File: config.mk
export PLATFORM = sky130hd
export DESIGN_NAME = uart_packetizer_flat
export DESIGN_NICKNAME = d
export VERILOG_FILES = /design/src/rtl/uart_packetizer_pkg.sv /design/src/rtl/uart_packetizer_if.sv /design/src/rtl/uart_packetizer_sat_counter.sv /design/src/rtl/uart_packetizer.sv /design/src/flat_wrapper.sv
export SDC_FILE = /design/constraint.sdc
export NUM_CORES = 1
export LEC_CHECK = 0
export CELL_PAD_IN_SITES_DETAIL_PLACEMENT = 1
export CELL_PAD_IN_SITES_GLOBAL_PLACEMENT = 2
export CORE_MARGIN = 1.5
export CORE_UTILIZATION = 33
export DETAILED_ROUTE_END_ITERATION = 10
export PLACE_DENSITY = 0.89
export SETUP_SLACK_MARGIN = 0.02
export SLEW_MARGIN = 20
export SYNTH_ARGS = -nofsm -noshare
export SYNTH_HDL_FRONTEND = slang
export SYNTH_SLANG_ARGS = --single-unit
File: constraint.sdc
create_clock -name clk -period 3.7 [get_ports clk]
set_input_delay 0.74 -clock clk [delete_from_list [all_inputs] [get_ports clk]]
set_output_delay 0.74 -clock clk [all_outputs]
set_load 0.01 [all_outputs]
File: src/rtl/uart_packetizer_pkg.sv
// Shared definitions for uart_packetizer and its uart_tx partner:
// FSM state encodings, default symbol width/header and index sizing helper.
package uart_packetizer_pkg;

    localparam int         DEF_WORD_WIDTH = 8;
    localparam logic [7:0] DEF_HEADER     = 8'hA5;

    typedef enum logic [1:0] {
        ST_IDLE = 2'd0,
        ST_SEND = 2'd1,
        ST_CSUM = 2'd2
    } state_e;

    // idx must be able to hold PACKET_WORDS itself, not just PACKET_WORDS-1
    function automatic int idx_width(input int words);
        return $clog2(words + 1);
    endfunction

endpackage

File: src/rtl/uart_packetizer_if.sv
// Upstream payload handshake plus the uart_tx symbol handshake of uart_packetizer.
interface uart_packetizer_if
    import uart_packetizer_pkg::*;
#(
    parameter int WORD_WIDTH   = DEF_WORD_WIDTH,
    parameter int PACKET_WORDS = 8
) ();

    logic [WORD_WIDTH*PACKET_WORDS-1:0] data_in;
    logic                               data_valid;
    logic                               data_ready;
    logic [WORD_WIDTH-1:0]              tx_din;
    logic                               tx_start;
    logic                               tx_done;

    modport slave (
        input  data_in, data_valid, tx_done,
        output data_ready, tx_din, tx_start
    );

    modport master (
        output data_in, data_valid, tx_done,
        input  data_ready, tx_din, tx_start
    );

endinterface

File: src/rtl/uart_packetizer_sat_counter.sv
// Saturating up-counter with synchronous active-high reset; holds at all-ones.
module uart_packetizer_sat_counter #(
    parameter int WIDTH = 16
) (
    input  logic             clk,
    input  logic             rst,
    input  logic             inc_i,
    output logic [WIDTH-1:0] count_o
);

    logic [WIDTH-1:0] count_q;

    always_ff @(posedge clk) begin
        if (rst) begin
            count_q <= '0;
        end else if (inc_i && (count_q != {WIDTH{1'b1}})) begin
            count_q <= count_q + WIDTH'(1);
        end
    end

    assign count_o = count_q;

endmodule

File: src/rtl/uart_packetizer.sv
// Frames a wide payload as HEADER + PACKET_WORDS symbols (LSW first) for uart_tx.
// Optional trailing XOR checksum symbol: define UART_PACKETIZER_CHECKSUM_EN.
module uart_packetizer
    import uart_packetizer_pkg::*;
#(
    parameter int                    WORD_WIDTH   = DEF_WORD_WIDTH,
    parameter int                    PACKET_WORDS = 8,
    parameter logic [WORD_WIDTH-1:0] HEADER       = WORD_WIDTH'(DEF_HEADER),
    parameter int                    DROP_WIDTH   = 16
) (
    input  logic                  clk,
    input  logic                  rst,
    uart_packetizer_if.slave      bus,
    output logic                  busy,
    output logic                  packet_done,
    output logic [DROP_WIDTH-1:0] drop_count
);

    localparam int IDX_W = idx_width(PACKET_WORDS);
    localparam int PAY_W = WORD_WIDTH * PACKET_WORDS;

    state_e                state_q, state_d;
    logic [IDX_W-1:0]      idx_q, idx_d;
    logic [PAY_W-1:0]      payload_q, payload_d;
    logic [PAY_W-1:0]      payload_shift;
    logic [WORD_WIDTH-1:0] tx_din_q, tx_din_d, cur_word;
    logic                  tx_start_q, tx_start_d;
    logic                  busy_q, busy_d;
    logic                  done_q, done_d;
    logic                  ready, last_done, drop_inc;

`ifdef UART_PACKETIZER_CHECKSUM_EN
    logic [WORD_WIDTH-1:0] csum_q, csum_d, in_xor;

    always_comb begin
        in_xor = '0;
        for (int i = 0; i < PACKET_WORDS; i++) begin
            in_xor = in_xor ^ bus.data_in[i*WORD_WIDTH +: WORD_WIDTH];
        end
    end
`endif

    assign payload_shift = payload_q >> (32'(idx_q) * 32'(WORD_WIDTH));
    assign cur_word      = payload_shift[WORD_WIDTH-1:0];
    assign ready         = (state_q == ST_IDLE);
    assign drop_inc      = bus.data_valid & ~ready;

    always_comb begin
        state_d    = state_q;
        idx_d      = idx_q;
        payload_d  = payload_q;
        tx_din_d   = tx_din_q;
        tx_start_d = tx_start_q;
        busy_d     = busy_q;
        done_d     = 1'b0;
        last_done  = 1'b0;
`ifdef UART_PACKETIZER_CHECKSUM_EN
        csum_d     = csum_q;
`endif
        case (state_q)
            ST_IDLE: begin
                // tx_done is deliberately not looked at here: uart_tx is never reset
                if (bus.data_valid) begin
                    payload_d  = bus.data_in;
                    idx_d      = '0;
                    tx_din_d   = HEADER;
                    tx_start_d = 1'b1;
                    busy_d     = 1'b1;
                    state_d    = ST_SEND;
`ifdef UART_PACKETIZER_CHECKSUM_EN
                    csum_d     = in_xor;
`endif
                end
            end
            ST_SEND: begin
                if (bus.tx_done) begin
                    if (idx_q < IDX_W'(PACKET_WORDS)) begin
                        tx_din_d = cur_word;
                        idx_d    = idx_q + IDX_W'(1);
                    end else begin
`ifdef UART_PACKETIZER_CHECKSUM_EN
                        tx_din_d = csum_q;
                        state_d  = ST_CSUM;
`else
                        last_done = 1'b1;
`endif
                    end
                end
            end
`ifdef UART_PACKETIZER_CHECKSUM_EN
            ST_CSUM: begin
                if (bus.tx_done) begin
                    last_done = 1'b1;
                end
            end
`endif
            default: state_d = ST_IDLE;
        endcase

        // tx_start drops with the final tx_done, before uart_tx returns to idle
        if (last_done) begin
            state_d    = ST_IDLE;
            tx_start_d = 1'b0;
            busy_d     = 1'b0;
            done_d     = 1'b1;
        end
    end

    always_ff @(posedge clk) begin
        if (rst) begin
            state_q    <= ST_IDLE;
            idx_q      <= '0;
            tx_din_q   <= '0;
            tx_start_q <= 1'b0;
            busy_q     <= 1'b0;
            done_q     <= 1'b0;
        end else begin
            state_q    <= state_d;
            idx_q      <= idx_d;
            tx_din_q   <= tx_din_d;
            tx_start_q <= tx_start_d;
            busy_q     <= busy_d;
            done_q     <= done_d;
        end
    end

    always_ff @(posedge clk) begin
        payload_q <= payload_d;
`ifdef UART_PACKETIZER_CHECKSUM_EN
        csum_q    <= csum_d;
`endif
    end

    uart_packetizer_sat_counter #(
        .WIDTH(DROP_WIDTH)
    ) u_drop (
        .clk    (clk),
        .rst    (rst),
        .inc_i  (drop_inc),
        .count_o(drop_count)
    );

    assign bus.data_ready = ready;
    assign bus.tx_din     = tx_din_q;
    assign bus.tx_start   = tx_start_q;
    assign busy           = busy_q;
    assign packet_done    = done_q;

endmodule
File: src/flat_wrapper.sv
// flat-port wrapper written by rule: the top's interface ports become plain ports
module uart_packetizer_flat import uart_packetizer_pkg::*;
#(
    parameter int                    WORD_WIDTH   = DEF_WORD_WIDTH,
    parameter int                    PACKET_WORDS = 8,
    parameter logic [WORD_WIDTH-1:0] HEADER       = WORD_WIDTH'(DEF_HEADER),
    parameter int                    DROP_WIDTH   = 16
)
  (clk, rst, busy, packet_done, drop_count, bus_data_in, bus_data_valid, bus_tx_done, bus_data_ready, bus_tx_din, bus_tx_start);
  uart_packetizer_if #(.WORD_WIDTH(WORD_WIDTH), .PACKET_WORDS(PACKET_WORDS)) bus_i ();
  input  logic clk;
  input  logic rst;
  output logic busy;
  output logic packet_done;
  output logic [DROP_WIDTH-1:0] drop_count;
  input wire logic [$bits(bus_i.data_in)-1:0] bus_data_in;
  input wire logic [$bits(bus_i.data_valid)-1:0] bus_data_valid;
  input wire logic [$bits(bus_i.tx_done)-1:0] bus_tx_done;
  output wire logic [$bits(bus_i.data_ready)-1:0] bus_data_ready;
  output wire logic [$bits(bus_i.tx_din)-1:0] bus_tx_din;
  output wire logic [$bits(bus_i.tx_start)-1:0] bus_tx_start;
  assign bus_i.data_in = bus_data_in;
  assign bus_i.data_valid = bus_data_valid;
  assign bus_i.tx_done = bus_tx_done;
  assign bus_data_ready = bus_i.data_ready;
  assign bus_tx_din = bus_i.tx_din;
  assign bus_tx_start = bus_i.tx_start;
  uart_packetizer #(.WORD_WIDTH(WORD_WIDTH), .PACKET_WORDS(PACKET_WORDS), .HEADER(HEADER), .DROP_WIDTH(DROP_WIDTH)) u_core (.clk(clk), .rst(rst), .bus(bus_i), .busy(busy), .packet_done(packet_done), .drop_count(drop_count));
endmodule
==> out/metrics.cfg <==
[status]
status=finished, final reports clean

[route]
remaining_drc_errors=0
wl_per_cell_um=17.0
drt.antenna.violating_nets=0
vias_per_cell=5.04
finalWirelength_mm=8.59
drt_iter0_drc=114
dr.pass1.iters=4
vias=2557

[min_path]
min_path_cells=2
min_to=u_core.bus.tx_din[6]
hold_class=register to register
hold_start=u_core.bus.tx_din[6]

[logic_synthesis]
synth_common_cells=edfxtp_1, dfxtp_1, nor2_1, mux4_2
synth.ff_latch_count=95
yosysMostFrequentCell=edfxtp_1
synth_top_area_share_pct=50.0
yosysTopAreaCell=edfxtp_1
yosys_warnings=0
ys_async_sr_fraction_pct=0
avgSynthCellArea_um2=14.5
synthesis.nets=334
synth_edf_count=64
ys.flop_type=edfxtp_1
seq_area_frac_synth_pct=66.2
yosys-top-cells-area=edfxtp_1, dfxtp_1, mux4_2
synth.distinct_cells=40
syn_inst=264
synth_area_um2=3840

[final_layout]
fillers=1162
antennaDiodeCount=0
fin_nets=429
regArea_um2=2540
final_area_um2=5240
drive_above_1_share_pct=12.9
syn2layout_area_growth_pct=36.6
multiInputGateArea_um2=1220

[setup_path]
path_buf_inv=1
cp_num_cells=5
regToRegSetupSlack_ns=1.69
cp_slowest_stage_delay_ns=0.56
reg2reg_to=u_core.u_drop.count_o[14]
critPathMaxFanout=9
reg2reg_depth=4
worst_ep_arrival_time_ns=2.69
cp-end-kind=register
cp_top_family=simple AND/OR/NAND/NOR gates
path_cells=clkdlybuf4s50_1 > nand2_2 > or3_1 > nor4bb_1 > mux2_2
required_ns=3.93
criticalPathCategory=input pin to register
start_kind=input pin
r2r_start=u_core.state_q[0]
slowest_stage=clkdlybuf4s50_1

[clock_network]
clockBufferDepth=2
cts_tree=built
post_cts_buffers=0
postCtsResizedCells=0
cts_max_level=3
cts_sinks=95
clk_latency_ns=0.34
cts-buffers-inserted=9
cts.root.buffer_cell=clkbuf_16
holdBufCountCts=0
path_clk_slew_ns=0.07

[global_route]
grt_first_pass_wirelength_mm=14.0
grt_pass1_vias=2712
antenna_found_initial=0
grt_max_degree=49
grt_overflow=0
grt_usage_pct=14.7

[timing]
worst_slack_ns=1.23
finalCriticalPeriod_ns=2.47
grt_setup_unrepaired=false
clock_skew_ns=0.00851
max_slew_margin_pct=36.0
fin_tns_setup_ns=0
fmax_ghz=0.406
setup_viol=0
maxSlewViolCount=0
finalCritPeriodShare_pct=66.6
hold_viol=0
tightest_slew_ns=0.958

[place]
hpwl_mm=6.12
pre_cts_ws_ns=0.883
place_area_um2=4940
io_buffers=95
gp_congestion=0.802

[power]
ir_worst_vdd_mv=0.229
power_density_nw_per_um2=442
leakage_nw=1.72

[floorplanning]
start_util_pct=33.8
io_pins=96
std_cell_rows=39
coreArea_um2=11400
dieArea_um2=12300
fp.dieW_um=111
die_y_um=111

[run]
max_cap_viol_count=0

[layout by cell type (no fill, tap or decap), drive strengths merged, types with 4 or more instances in the layout]
master	count
a211oi	7
a21oi	13
buf	4
clkbuf	10
clkdlybuf4s50	95
dfxtp	31
edfxtp	64
mux2	9
mux2i	9
mux4	16
nand2	14
nand3	8
nand4	5
nor2	20
nor2b	9
nor3	7
o21ai	4
[worst max-delay path by stage]
stage / slack (ns) / start / to
2_1_floorplan: 0.52 / bus_data_valid / u_core.bus.tx_din[1]
3_3_place_gp: 0.98 / bus_data_valid / u_core.u_drop.count_o[14]
3_5_place_dp: 0.88 / bus_data_valid / u_core.u_drop.count_o[14]
4_1_cts: 1.24 / bus_data_valid / u_core.u_drop.count_o[14]
5_1_grt: 1.14 / bus_data_valid / u_core.u_drop.count_o[14]
6_report: 1.23 / bus_data_valid / u_core.u_drop.count_o[14]
[tightest hold or removal path: stages (launching register included)]
cell,delay [ns]
dfxtp_1,0.33
nand2_1,0.05
o21ai_0,0.05
[layer usage]
metal	wire length (µm)	GRT usage, %	vias up
li1	-	-	1213
met1	3670	17.9	1259
met2	4350	25.3	74
met3	426	3.50	11
met4	146	5.64	0
met5	0	0	-
[state kept, by name, indices dropped and copies added (netlist names)]
| name | count |
|---|---|
| u_core.packet_done | 1 |
| u_core.bus.tx_din | 8 |
| u_core.bus.tx_start | 1 |
| u_core.payload_q | 64 |
| u_core.u_drop.count_o | 16 |
| u_core.idx_q | 4 |
| u_core.state_q | 1 |
[kinds of logic (layout without fill, tap and decap cells)]
kind of cell	after synthesis	in the layout	synth area share (%)
adders and majority gates	2	2	0.652
DFF	95	95	66.2
xor gates and xnor gates	1	1	0.228
and+or+nand+nor	81	81	10.9
AOI/OAI and AO/OA	34	34	5.60
muxes	34	34	14.4
buffers and inverters	17	117	1.99
[cell type report]
type | count | share of cell area, %
multi-input combinational | 152 | 23.3
inverter | 2 | 0.143
clock inverter | 6 | 1.34
tap | 143 | 3.41
sequential | 95 | 48.5
clock buffer | 10 | 4.37
timing repair buffer | 99 | 18.9
[per-stage QoR]
stage / power [mW] / cells / hold WS (ns) / utilization (%)
5_1_grt: 2.40 / 507 / 0.503 / 46.1
6_report: 2.32 / 507 / 0.459 / 46.1
4_1_cts: 2.35 / 507 / 0.463 / 46.1
3_5_place_dp: 1.42 / 491 / 0.445 / 43.5
2_1_floorplan: 1.30 / 264 / 0.474 / -
3_3_place_gp: 1.41 / 491 / 0.437 / 43.5
[report_power, final]
| part | internal [mW] | switching [mW] |
|---|---|---|
| Clock | 0.527 | 0.399 |
| Sequential | 1.19 | 0.0234 |
| Combinational | 0.113 | 0.0678 |
No activity file was read; power rests on OpenSTA's default activity.
==> RTL edit (same settings) <==
Add a define of `UART_PACKETIZER_CHECKSUM_EN`.
--- a/src/rtl/uart_packetizer.sv
+++ b/src/rtl/uart_packetizer.sv
@@ -1,4 +1,6 @@
 // Frames a wide payload as HEADER + PACKET_WORDS symbols (LSW first) for uart_tx.
 // Optional trailing XOR checksum symbol: define UART_PACKETIZER_CHECKSUM_EN.
+`define UART_PACKETIZER_CHECKSUM_EN
+
 module uart_packetizer
     import uart_packetizer_pkg::*;
Check against the original RTL: same outputs for any inputs over 10 cycles, from zero or initial values and one cycle with rst high; that may be too few to reach the edited logic, so the function may still have changed.
==> RTL edit against the original RTL <==
Global-route usage down 0.83 points. Largest cell class unchanged. First-iteration DRC count up 60%. Sequential power up 12%. Wire length up 21%. Sequential cell count up 9. Power up 15%. Combinational power up 94%. Setup slack better by 74 ps. Worst hold slack better by 25 ps. Count of clock-buffer cells in the layout up 1. Cell count up 30%. Cell area up 19%. Synthesized area up 27%.
==> RTL edit: results (changes against the original RTL) <==
[outcome]
status = complete, no violations

[global_routing]
grt_pass1_wl_um = 17000  ; +21%
grt_max_degree = 75  ; +53%
grt_pass1_vias = 3449  ; +27%
met1_usage_pct = 16.5  ; -1.4 points
gr-usage-all-layers_pct = 13.9  ; -0.83 points
met2_usage_pct = 24.4  ; -0.98 points
grt.met3_usage_pct = 3.14  ; -0.36 points

[layout]
multi_input_area_share_pct = 31.0  ; +7.7 points
multi_input_area_um2 = 1940  ; +59%
clkbuf_count = 11  ; +1
clock_cell_area_share_pct = 4.91  ; -0.79 points
nets = 539  ; +26%
syn_to_final_growth_pct = 28.9
nMultiInputCombCells = 254  ; +67%
signal_buffers = 98  ; -1.0%
ff_latch_area_um2 = 2800  ; +10%
fillers = 1529  ; +32%
drive_gt1_share_pct = 7.59  ; -5.3 points

[logic_synthesis]
ys_async_sr_fraction_pct = 0  ; unchanged
yosys-top-cells-count = 72 x edfxtp_1, 49 x xnor2_1, 32 x dfxtp_1, 31 x mux2i_1, 26 x a21oi_1
yosys_register_bits = 104  ; +9.5%
synth_edf_count = 72  ; +13%
seq_area_frac_synth_pct = 57.7  ; -8.6 points
ys_top_cells_by_area = edfxtp_1 44%, dfxtp_1 13%, xnor2_1 8.8%, mux2i_1 6.4%, a21oi_1 2.7%
syn_nets = 448  ; +34%

[route]
via_per_inst = 4.96  ; -1.7%
dr.first_iter.drc_count = 182  ; +60%
wl_per_cell_um = 15.8  ; -7.0%

[setup_path]
r2r_start = u_core.state_q[1]
cp.arrival_ps = 1650  ; -1040 ps
rrSetupSlack_ps = 1640  ; -50 ps
critical_path.startpoint_type = register
endpoint = bus_data_ready

[placed_design]
place.gp.congestion = 0.768  ; -4.2%
hpwl_um = 7480  ; +22%
place_ws_ps = 997  ; +114 ps

[timing]
tightest_slew_ps = 1000  ; +42.0 ps
max_freq_ghz = 0.418  ; +3.1%
skew_ps = 8.58  ; +0.0713 ps
fin_ws_ps = 1310  ; +73.8 ps

[power]
p_leak_nw = 2.03  ; +18%
peakVddDrop_uv = 226  ; -1.2%

[clock_tree]
cts_resized = 0  ; unchanged

[RTL edit: worst max-delay path: stages (launching register included)]
cell             delay [ps]
dfxtp_1                 640
nor2_1                  130
clkdlybuf4s50_1         530
[RTL edit: where the power goes]
part | switching, mW | internal (mW)
Clock | 0.407 | 0.558
Sequential | 0.0300 | 1.33
Combinational | 0.158 | 0.194
[RTL edit: kinds of logic after synthesis]
group                    Yosys count  share of synthesized area, %
XOR/XNOR                          57                          10.3
flip-flops                       104                          57.7
adder cells (fa/ha/maj)            2                         0.515
AND/OR/NAND/NOR                   95                          11.1
multiplexers                      41                          9.94
buffers and inverters             20                          2.45
AO/OA/AOI/OAI                     59                          8.11
[RTL edit: worst min-delay path by stage]
stage,slack (ps),startpoint,to
3_5_place_dp,470,u_core.bus.tx_din[2],u_core.bus.tx_din[2]
6_report,480,u_core.bus.tx_din[0],u_core.bus.tx_din[0]
3_3_place_gp,460,u_core.bus.tx_din[5],u_core.bus.tx_din[5]
4_1_cts,480,u_core.bus.tx_din[2],u_core.bus.tx_din[2]
2_1_floorplan,500,u_core.bus.tx_din[0],u_core.bus.tx_din[0]
5_1_grt,510,u_core.bus.tx_din[2],u_core.bus.tx_din[2]
[RTL edit: stage by stage]
step	hold WS, ps	std cells
floorplan	496	378
global placement	462	642
detailed placement	475	642
CTS	484	658
global route	513	658
finish	484	658
[RTL edit: layer usage]
| layer | vias up | share of wire (%) |
|---|---|---|
| li1 | 1581 | - |
| met1 | 1595 | 45 |
| met2 | 73 | 51 |
| met3 | 13 | 3.4 |
| met4 | 0 | 1.4 |
| met5 | - | 0 |
